[src/rtl/sap_ram_pkg.sv]
// rtl/sap_ram_pkg.sv - shared state encoding and mode constants for the synchronous SAP RAM
package sap_ram_pkg;

  typedef enum logic [1:0] {
    CLEAR,
    RUN,
    PROGRAM
  } ram_state_t;

  localparam logic MODE_RUN     = 1'b0;
  localparam logic MODE_PROGRAM = 1'b1;

endpackage

[src/rtl/ram_sync_if.sv]
// rtl/ram_sync_if.sv - W-bus access port of the synchronous SAP RAM
interface ram_sync_if #(
  parameter int DATA_WIDTH = 8,
  parameter int ADDR_WIDTH = 4
);
  logic [ADDR_WIDTH-1:0] i_address;
  logic                  i_write_enable;
  logic                  i_read_enable;
  logic [DATA_WIDTH-1:0] i_data;
  logic [DATA_WIDTH-1:0] o_data;
  logic                  o_data_valid;
  logic                  o_drive;

  modport master (
    output i_address, i_write_enable, i_read_enable, i_data,
    input  o_data, o_data_valid, o_drive
  );

  modport slave (
    input  i_address, i_write_enable, i_read_enable, i_data,
    output o_data, o_data_valid, o_drive
  );
endinterface

[src/rtl/sap_edge_detect.sv]
// rtl/sap_edge_detect.sv - registered rising-edge detector for front-panel buttons
// History resets to 1 so a button held through reset never produces an edge.
module sap_edge_detect (
  input  logic clk_i,
  input  logic reset_i,
  input  logic d_i,
  output logic rise_o
);

  logic hist_q;

  always_ff @(posedge clk_i) begin
    if (reset_i) begin
      hist_q <= 1'b1;
    end else begin
      hist_q <= d_i;
    end
  end

  assign rise_o = d_i & ~hist_q;

endmodule

[src/rtl/ram_sync.sv]
// rtl/ram_sync.sv - clocked SAP RAM with run-mode bus access, manual loader and zero-fill after reset
// Optional per-word even parity enabled by defining RAM_SYNC_PARITY_EN.
module ram_sync
  import sap_ram_pkg::*;
#(
  parameter int DATA_WIDTH = 8,
  parameter int ADDR_WIDTH = 4
) (
  input  logic                  i_clk,
  input  logic                  i_reset,
  ram_sync_if.slave             bus,
  input  logic                  i_program_mode,
  input  logic [DATA_WIDTH-1:0] i_program_data,
  input  logic                  i_program_strobe,
  input  logic                  i_program_load,
  output logic [ADDR_WIDTH-1:0] o_program_address,
  output logic                  o_busy,
  output logic                  o_parity_error
);

  localparam int DEPTH = 2 ** ADDR_WIDTH;
`ifdef RAM_SYNC_PARITY_EN
  localparam int MEM_W = DATA_WIDTH + 1;
`else
  localparam int MEM_W = DATA_WIDTH;
`endif

  function automatic logic [MEM_W-1:0] encode(input logic [DATA_WIDTH-1:0] d);
`ifdef RAM_SYNC_PARITY_EN
    return {^d, d};
`else
    return d;
`endif
  endfunction

  logic [MEM_W-1:0]      mem_q [DEPTH];
  ram_state_t            state_q, state_d;
  logic [ADDR_WIDTH-1:0] clr_cnt_q, clr_cnt_d;
  logic [ADDR_WIDTH-1:0] ptr_q, ptr_d;
  logic [DATA_WIDTH-1:0] rdata_q, rdata_d;
  logic                  valid_q, valid_d;
  logic                  busy_q, busy_d;
  logic                  perr_q, perr_d;
  logic                  mem_we;
  logic [ADDR_WIDTH-1:0] mem_waddr;
  logic [MEM_W-1:0]      mem_wdata;
  logic [MEM_W-1:0]      rd_word;
  logic                  strobe_rise;

  sap_edge_detect u_strobe_edge (
    .clk_i   (i_clk),
    .reset_i (i_reset),
    .d_i     (i_program_strobe),
    .rise_o  (strobe_rise)
  );

  assign rd_word = mem_q[bus.i_address];

  always_comb begin
    state_d   = state_q;
    clr_cnt_d = clr_cnt_q;
    ptr_d     = ptr_q;
    rdata_d   = rdata_q;
    valid_d   = 1'b0;
    busy_d    = busy_q;
    perr_d    = 1'b0;
    mem_we    = 1'b0;
    mem_waddr = clr_cnt_q;
    mem_wdata = '0;
    case (state_q)
      CLEAR: begin
        mem_we    = 1'b1;
        clr_cnt_d = clr_cnt_q + 1'b1;
        if (clr_cnt_q == ADDR_WIDTH'(DEPTH - 1)) begin
          busy_d  = 1'b0;
          state_d = (i_program_mode == MODE_PROGRAM) ? PROGRAM : RUN;
        end
      end
      RUN: begin
        // A write in the same cycle as a read wins and suppresses the response.
        if (bus.i_write_enable) begin
          mem_we    = 1'b1;
          mem_waddr = bus.i_address;
          mem_wdata = encode(bus.i_data);
        end else if (bus.i_read_enable) begin
          rdata_d = rd_word[DATA_WIDTH-1:0];
          valid_d = 1'b1;
`ifdef RAM_SYNC_PARITY_EN
          perr_d  = (^rd_word[DATA_WIDTH-1:0]) != rd_word[DATA_WIDTH];
`endif
        end
        if (i_program_mode == MODE_PROGRAM) begin
          state_d = PROGRAM;
        end
      end
      PROGRAM: begin
        if (i_program_load) begin
          ptr_d = bus.i_address;
        end else if (strobe_rise) begin
          mem_we    = 1'b1;
          mem_waddr = ptr_q;
          mem_wdata = encode(i_program_data);
          ptr_d     = ptr_q + 1'b1;
        end
        if (i_program_mode == MODE_RUN) begin
          state_d = RUN;
        end
      end
      default: state_d = CLEAR;
    endcase
  end

  always_ff @(posedge i_clk) begin
    if (i_reset) begin
      state_q   <= CLEAR;
      clr_cnt_q <= '0;
      ptr_q     <= '0;
      rdata_q   <= '0;
      valid_q   <= 1'b0;
      busy_q    <= 1'b1;
      perr_q    <= 1'b0;
    end else begin
      state_q   <= state_d;
      clr_cnt_q <= clr_cnt_d;
      ptr_q     <= ptr_d;
      rdata_q   <= rdata_d;
      valid_q   <= valid_d;
      busy_q    <= busy_d;
      perr_q    <= perr_d;
    end
  end

  always_ff @(posedge i_clk) begin
    if (mem_we && !i_reset) begin
      mem_q[mem_waddr] <= mem_wdata;
    end
  end

  assign bus.o_data        = rdata_q;
  assign bus.o_data_valid  = valid_q;
  assign bus.o_drive       = valid_q;
  assign o_program_address = ptr_q;
  assign o_busy            = busy_q;
  assign o_parity_error    = perr_q;

endmodule

[src/flat_wrapper.sv]
// flat-port wrapper written by rule: the top's interface ports become plain ports
module ram_sync_flat import sap_ram_pkg::*;
#(
  parameter int DATA_WIDTH = 8,
  parameter int ADDR_WIDTH = 4
)
  (i_clk, i_reset, i_program_mode, i_program_data, i_program_strobe, i_program_load, o_program_address, o_busy, o_parity_error, bus_i_address, bus_i_write_enable, bus_i_read_enable, bus_i_data, bus_o_data, bus_o_data_valid, bus_o_drive);
  ram_sync_if #(.DATA_WIDTH(DATA_WIDTH), .ADDR_WIDTH(ADDR_WIDTH)) bus_i ();
  input  logic i_clk;
  input  logic i_reset;
  input  logic i_program_mode;
  input  logic [DATA_WIDTH-1:0] i_program_data;
  input  logic i_program_strobe;
  input  logic i_program_load;
  output logic [ADDR_WIDTH-1:0] o_program_address;
  output logic o_busy;
  output logic o_parity_error;
  input wire logic [$bits(bus_i.i_address)-1:0] bus_i_address;
  input wire logic [$bits(bus_i.i_write_enable)-1:0] bus_i_write_enable;
  input wire logic [$bits(bus_i.i_read_enable)-1:0] bus_i_read_enable;
  input wire logic [$bits(bus_i.i_data)-1:0] bus_i_data;
  output wire logic [$bits(bus_i.o_data)-1:0] bus_o_data;
  output wire logic [$bits(bus_i.o_data_valid)-1:0] bus_o_data_valid;
  output wire logic [$bits(bus_i.o_drive)-1:0] bus_o_drive;
  assign bus_i.i_address = bus_i_address;
  assign bus_i.i_write_enable = bus_i_write_enable;
  assign bus_i.i_read_enable = bus_i_read_enable;
  assign bus_i.i_data = bus_i_data;
  assign bus_o_data = bus_i.o_data;
  assign bus_o_data_valid = bus_i.o_data_valid;
  assign bus_o_drive = bus_i.o_drive;
  ram_sync #(.DATA_WIDTH(DATA_WIDTH), .ADDR_WIDTH(ADDR_WIDTH)) u_core (.i_clk(i_clk), .i_reset(i_reset), .bus(bus_i), .i_program_mode(i_program_mode), .i_program_data(i_program_data), .i_program_strobe(i_program_strobe), .i_program_load(i_program_load), .o_program_address(o_program_address), .o_busy(o_busy), .o_parity_error(o_parity_error));
endmodule
[config.mk]
export PLATFORM = sky130hd
export DESIGN_NAME = ram_sync_flat
export DESIGN_NICKNAME = d
export VERILOG_FILES = /design/src/rtl/sap_ram_pkg.sv /design/src/rtl/ram_sync_if.sv /design/src/rtl/sap_edge_detect.sv /design/src/rtl/ram_sync.sv /design/src/flat_wrapper.sv
export SDC_FILE = /design/constraint.sdc
export NUM_CORES = 1
export LEC_CHECK = 0
export CORE_MARGIN = 2
export CORE_UTILIZATION = 37
export CTS_BUF_LIST = sky130_fd_sc_hd__clkbuf_16
export DETAILED_ROUTE_END_ITERATION = 10
export HOLD_SLACK_MARGIN = 0.08
export PLACE_DENSITY_LB_ADDON = 0.12
export SLEW_MARGIN = 10
export SYNTH_ARGS = -nofsm -noshare
export SYNTH_HDL_FRONTEND = slang
export SYNTH_SLANG_ARGS = --single-unit
[constraint.sdc]
create_clock -name i_clk -period 4.18 [get_ports i_clk]
set_clock_uncertainty 0.15 [all_clocks]
set_input_delay 0.418 -clock i_clk [delete_from_list [all_inputs] [get_ports i_clk]]
set_output_delay 0.418 -clock i_clk [all_outputs]
set_load 0.1 [all_outputs]
==> results.cfg <==
[run_status]
status = finished clean

[synth]
synth_top_area_share_pct = 60.7
muxShareOfSynthArea_pct = 13.8
synth_edf_count = 128
synthDistinctLibCells = 49
synth_nets = 407
synth_largest_area_cell = edfxtp_1
synth.area.top_cells = edfxtp_1 (61%), mux4_1 (7.1%), dfxtp_1 (6.6%), mux2i_1 (4.3%), mux4_2 (2.5%)
postSynthAreaPerCell_um2 = 16.9
ys_ff_latch = 149
synth_adder_area_share_pct = 1.19
async_reset_ff_share_pct = 0
synthCells = 374
synthXorXnorAreaFrac_pct = 0.415
yosysWarnings = 0
syn_area_um2 = 6330
seq_area_frac_synth_pct = 67.4
synth_top_family_by_area = multiplexers
synth_compound_area_share_pct = 7.29
synth-main-ff-cell = edfxtp_1
synthSimpleGateAreaFrac_pct = 6.86

[power_and_ir_drop]
p_per_area_nw_per_um2 = 527
power_leakage_nw = 2.75
ir_drop_mv = 0.283

[clocking]
cts_setup_buffers = 0
clockBufferDepth = 2
h-tree-depth = 4
cts_buffers = 17
tritoncts = done
cts-resized-gates = 0
cts_hold_buf = 0
clk_pin_slew_ns = 0.06
ctsRootBufferMaster = clkbuf_16
clk_latency_ns = 0.42
cts.sinks = 149

[critical_path]
cp.arrival_ns = 3.13
critPathRequiredTime_ns = 4.07
crit_type = flop to flop
crit_buf_inv = 1
crit_fanout = 16
worst_path_largest_cell_delay_ns = 0.61
path_cells = inv_1 -> ha_1 -> nand2_1 -> nor4b_1 -> a221oi_2 -> or2_1 -> nor2_1
slowest_stage = ha_1
endpoint_kind = flop
crit_family = simple AND/OR/NAND/NOR gates
cp.depth = 7
r2r_cells = 7
setup.worst_path.start_class = flop

[worst_hold_path]
hold_depth = 1
hold_path.class = flop to flop

[sta]
setup_viol = 0
tns_ns = 0
layout_setup_ws_ns = 0.934
final_hold_viol_count = 0
slew-limit-headroom_pct = 34.8
slew_violations = 0
rsz0062_at_grt = false
fmax_mhz = 308
worstMarginPinSlew_ns = 0.975
period_minus_slack_ns = 3.25
period_share_pct = 77.6

[floorplanning]
io-pin-count = 43
die_w_um = 135
start_util_pct = 38.0
coreArea_um2 = 16600
rows = 47
die_h_um = 135
die-area_um2 = 18200

[global_route]
grt_max_degree = 28
grt_pass1_vias = 3546
track_usage_pct = 17.0
grt_pass1_wl_um = 21900
grt-ovfl-total = 0
antenna_found_initial = 0

[detailed_routing]
wl_um = 14800
drtIter0Drc = 240
vias = 3534
routed_via_density = 5.30
firstDrtPassIters = 4
wl_per_cell_um = 22.2
drtAntennaViolNets = 0
drcViolationCount = 0

[place]
io_buffers = 41
place_congestion = 0.762
dp_hpwl_um = 9610
dp_slack_ns = 0.681

[flow_run]
cap_violations = 0

[cells_and_area]
drive_gt1_share_pct = 15.2
layout.nets = 467
area.growth.synth_to_final_pct = 19.8
n_antenna_cell = 0
[synth_stat cells (2+ instances only)]
cell type / number
clkbuf_1: 6
inv_1: 5
xor2_1: 2
nand2_1: 7
buf_2: 3
ha_1: 6
nor3b_2: 2
a22o_1: 4
a22oi_1: 18
mux4_2: 7
nor2b_1: 10
buf_12: 2
buf_4: 2
a32oi_1: 8
edfxtp_1: 128
o21ai_0: 10
nand4_1: 2
nand2b_1: 13
a211oi_1: 2
and3_1: 2
a21oi_1: 4
nor2_1: 22
nor3_1: 9
nand3_1: 5
clkdlybuf4s18_2: 2
a221oi_2: 3
mux2i_1: 27
dfxtp_1: 21
buf_6: 4
mux4_1: 17
and2_1: 2
nor4b_1: 2
[final timing paths]
path | from | end | slack, ns
max reg2reg | u_core.state_q[1]$_SDFFE_PP0P_ | u_core.mem_q[14][3]$_DFFE_PP_ | 0.93
max | u_core.state_q[1]$_SDFFE_PP0P_ | u_core.mem_q[14][3]$_DFFE_PP_ | 0.93
min | u_core.o_busy$_SDFFE_PP1P_ | u_core.o_busy$_SDFFE_PP1P_ | 0.31
min reg2reg | u_core.o_busy$_SDFFE_PP1P_ | u_core.o_busy$_SDFFE_PP1P_ | 0.31
[layer usage]
layer	global-route usage, %	wire length, um
met3	3.49	560
met2	28.1	7370
met1	22.3	6720
met5	0	0
met4	5.79	159
[cell type report]
| type | instances | area, um2 |
|---|---|---|
| fillers | 1422 | 9060 |
| flip-flops and latches | 149 | 4260 |
| multi-input cells | 200 | 1880 |
| repair buffers | 61 | 556 |
| clock buffers | 17 | 425 |
| well taps | 220 | 275 |
| clock inverters | 15 | 165 |
| inverters | 5 | 18.8 |
[registers in the layout, summed over array words and instances, names as in the netlist]
signal and cells:
u_core.bus.o_data 8, u_core.bus.o_data_valid 1, u_core.clr_cnt_q 4, u_core.mem_q 128
u_core.o_busy 1, u_core.o_program_address 4, u_core.state_q 2, u_core.u_strobe_edge.hist_q 1
[cell usage in the layout, fill, tap and decap left out, types with 2 or more instances in the layout]
cell,count
edfxtp_1,128
clkdlybuf4s50_1,40
mux2i_1,27
nor2_1,22
dfxtp_1,21
buf_4,20
a22oi_1,18
mux4_1,17
clkbuf_16,17
nand2b_1,13
o21ai_0,10
nor3_1,9
nor2b_1,8
a32oi_1,8
inv_1,7
nand2_1,7
mux4_2,7
ha_1,6
nand3_1,5
a22o_1,4
a21oi_1,4
a221oi_2,3
clkinvlp_4,3
bufinv_16,3
clkinv_2,3
and2_1,2
nor2b_2,2
nor3b_2,2
and3_1,2
nor4b_1,2
a211oi_1,2
xor2_1,2
nand4_1,2
clkinv_4,2
[stage by stage]
step	utilization, %	cell area (um2)	hold slack (ns)	instances	power [mW]
global route	45.6	7580	0.327	667	4.16
detailed placement	42.0	6990	0.295	635	2.51
floorplan	-	6330	0.349	374	2.30
CTS	45.6	7580	0.311	667	4.03
global placement	42.0	6990	0.290	635	2.50
finish	45.6	7580	0.311	667	4.00
[cell families after synthesis]
| group | count (synthesis) |
|---|---|
| mux | 51 |
| other cells | 1 |
| flops | 149 |
| simple gates | 80 |
| xor+xnor | 3 |
| buf+inv | 25 |
| compound gates | 59 |
| fa+ha+maj | 6 |
[power breakdown]
part	internal, mW	leakage, nW	switching (mW)
registers	1.73	1.49	0.0567
clock network	0.931	0.289	0.591
logic	0.246	0.961	0.442
total	2.91	2.75	1.09
[worst reg2reg max path: cells and delay by family (launching register included)]
family          cells  cell delay, ns
buf+inv             1            0.10
compound gates      1            0.11
flops               1            0.45
simple gates        4            1.45
fa+ha+maj           1            0.61
No activity file was read; power rests on OpenSTA's default activity.
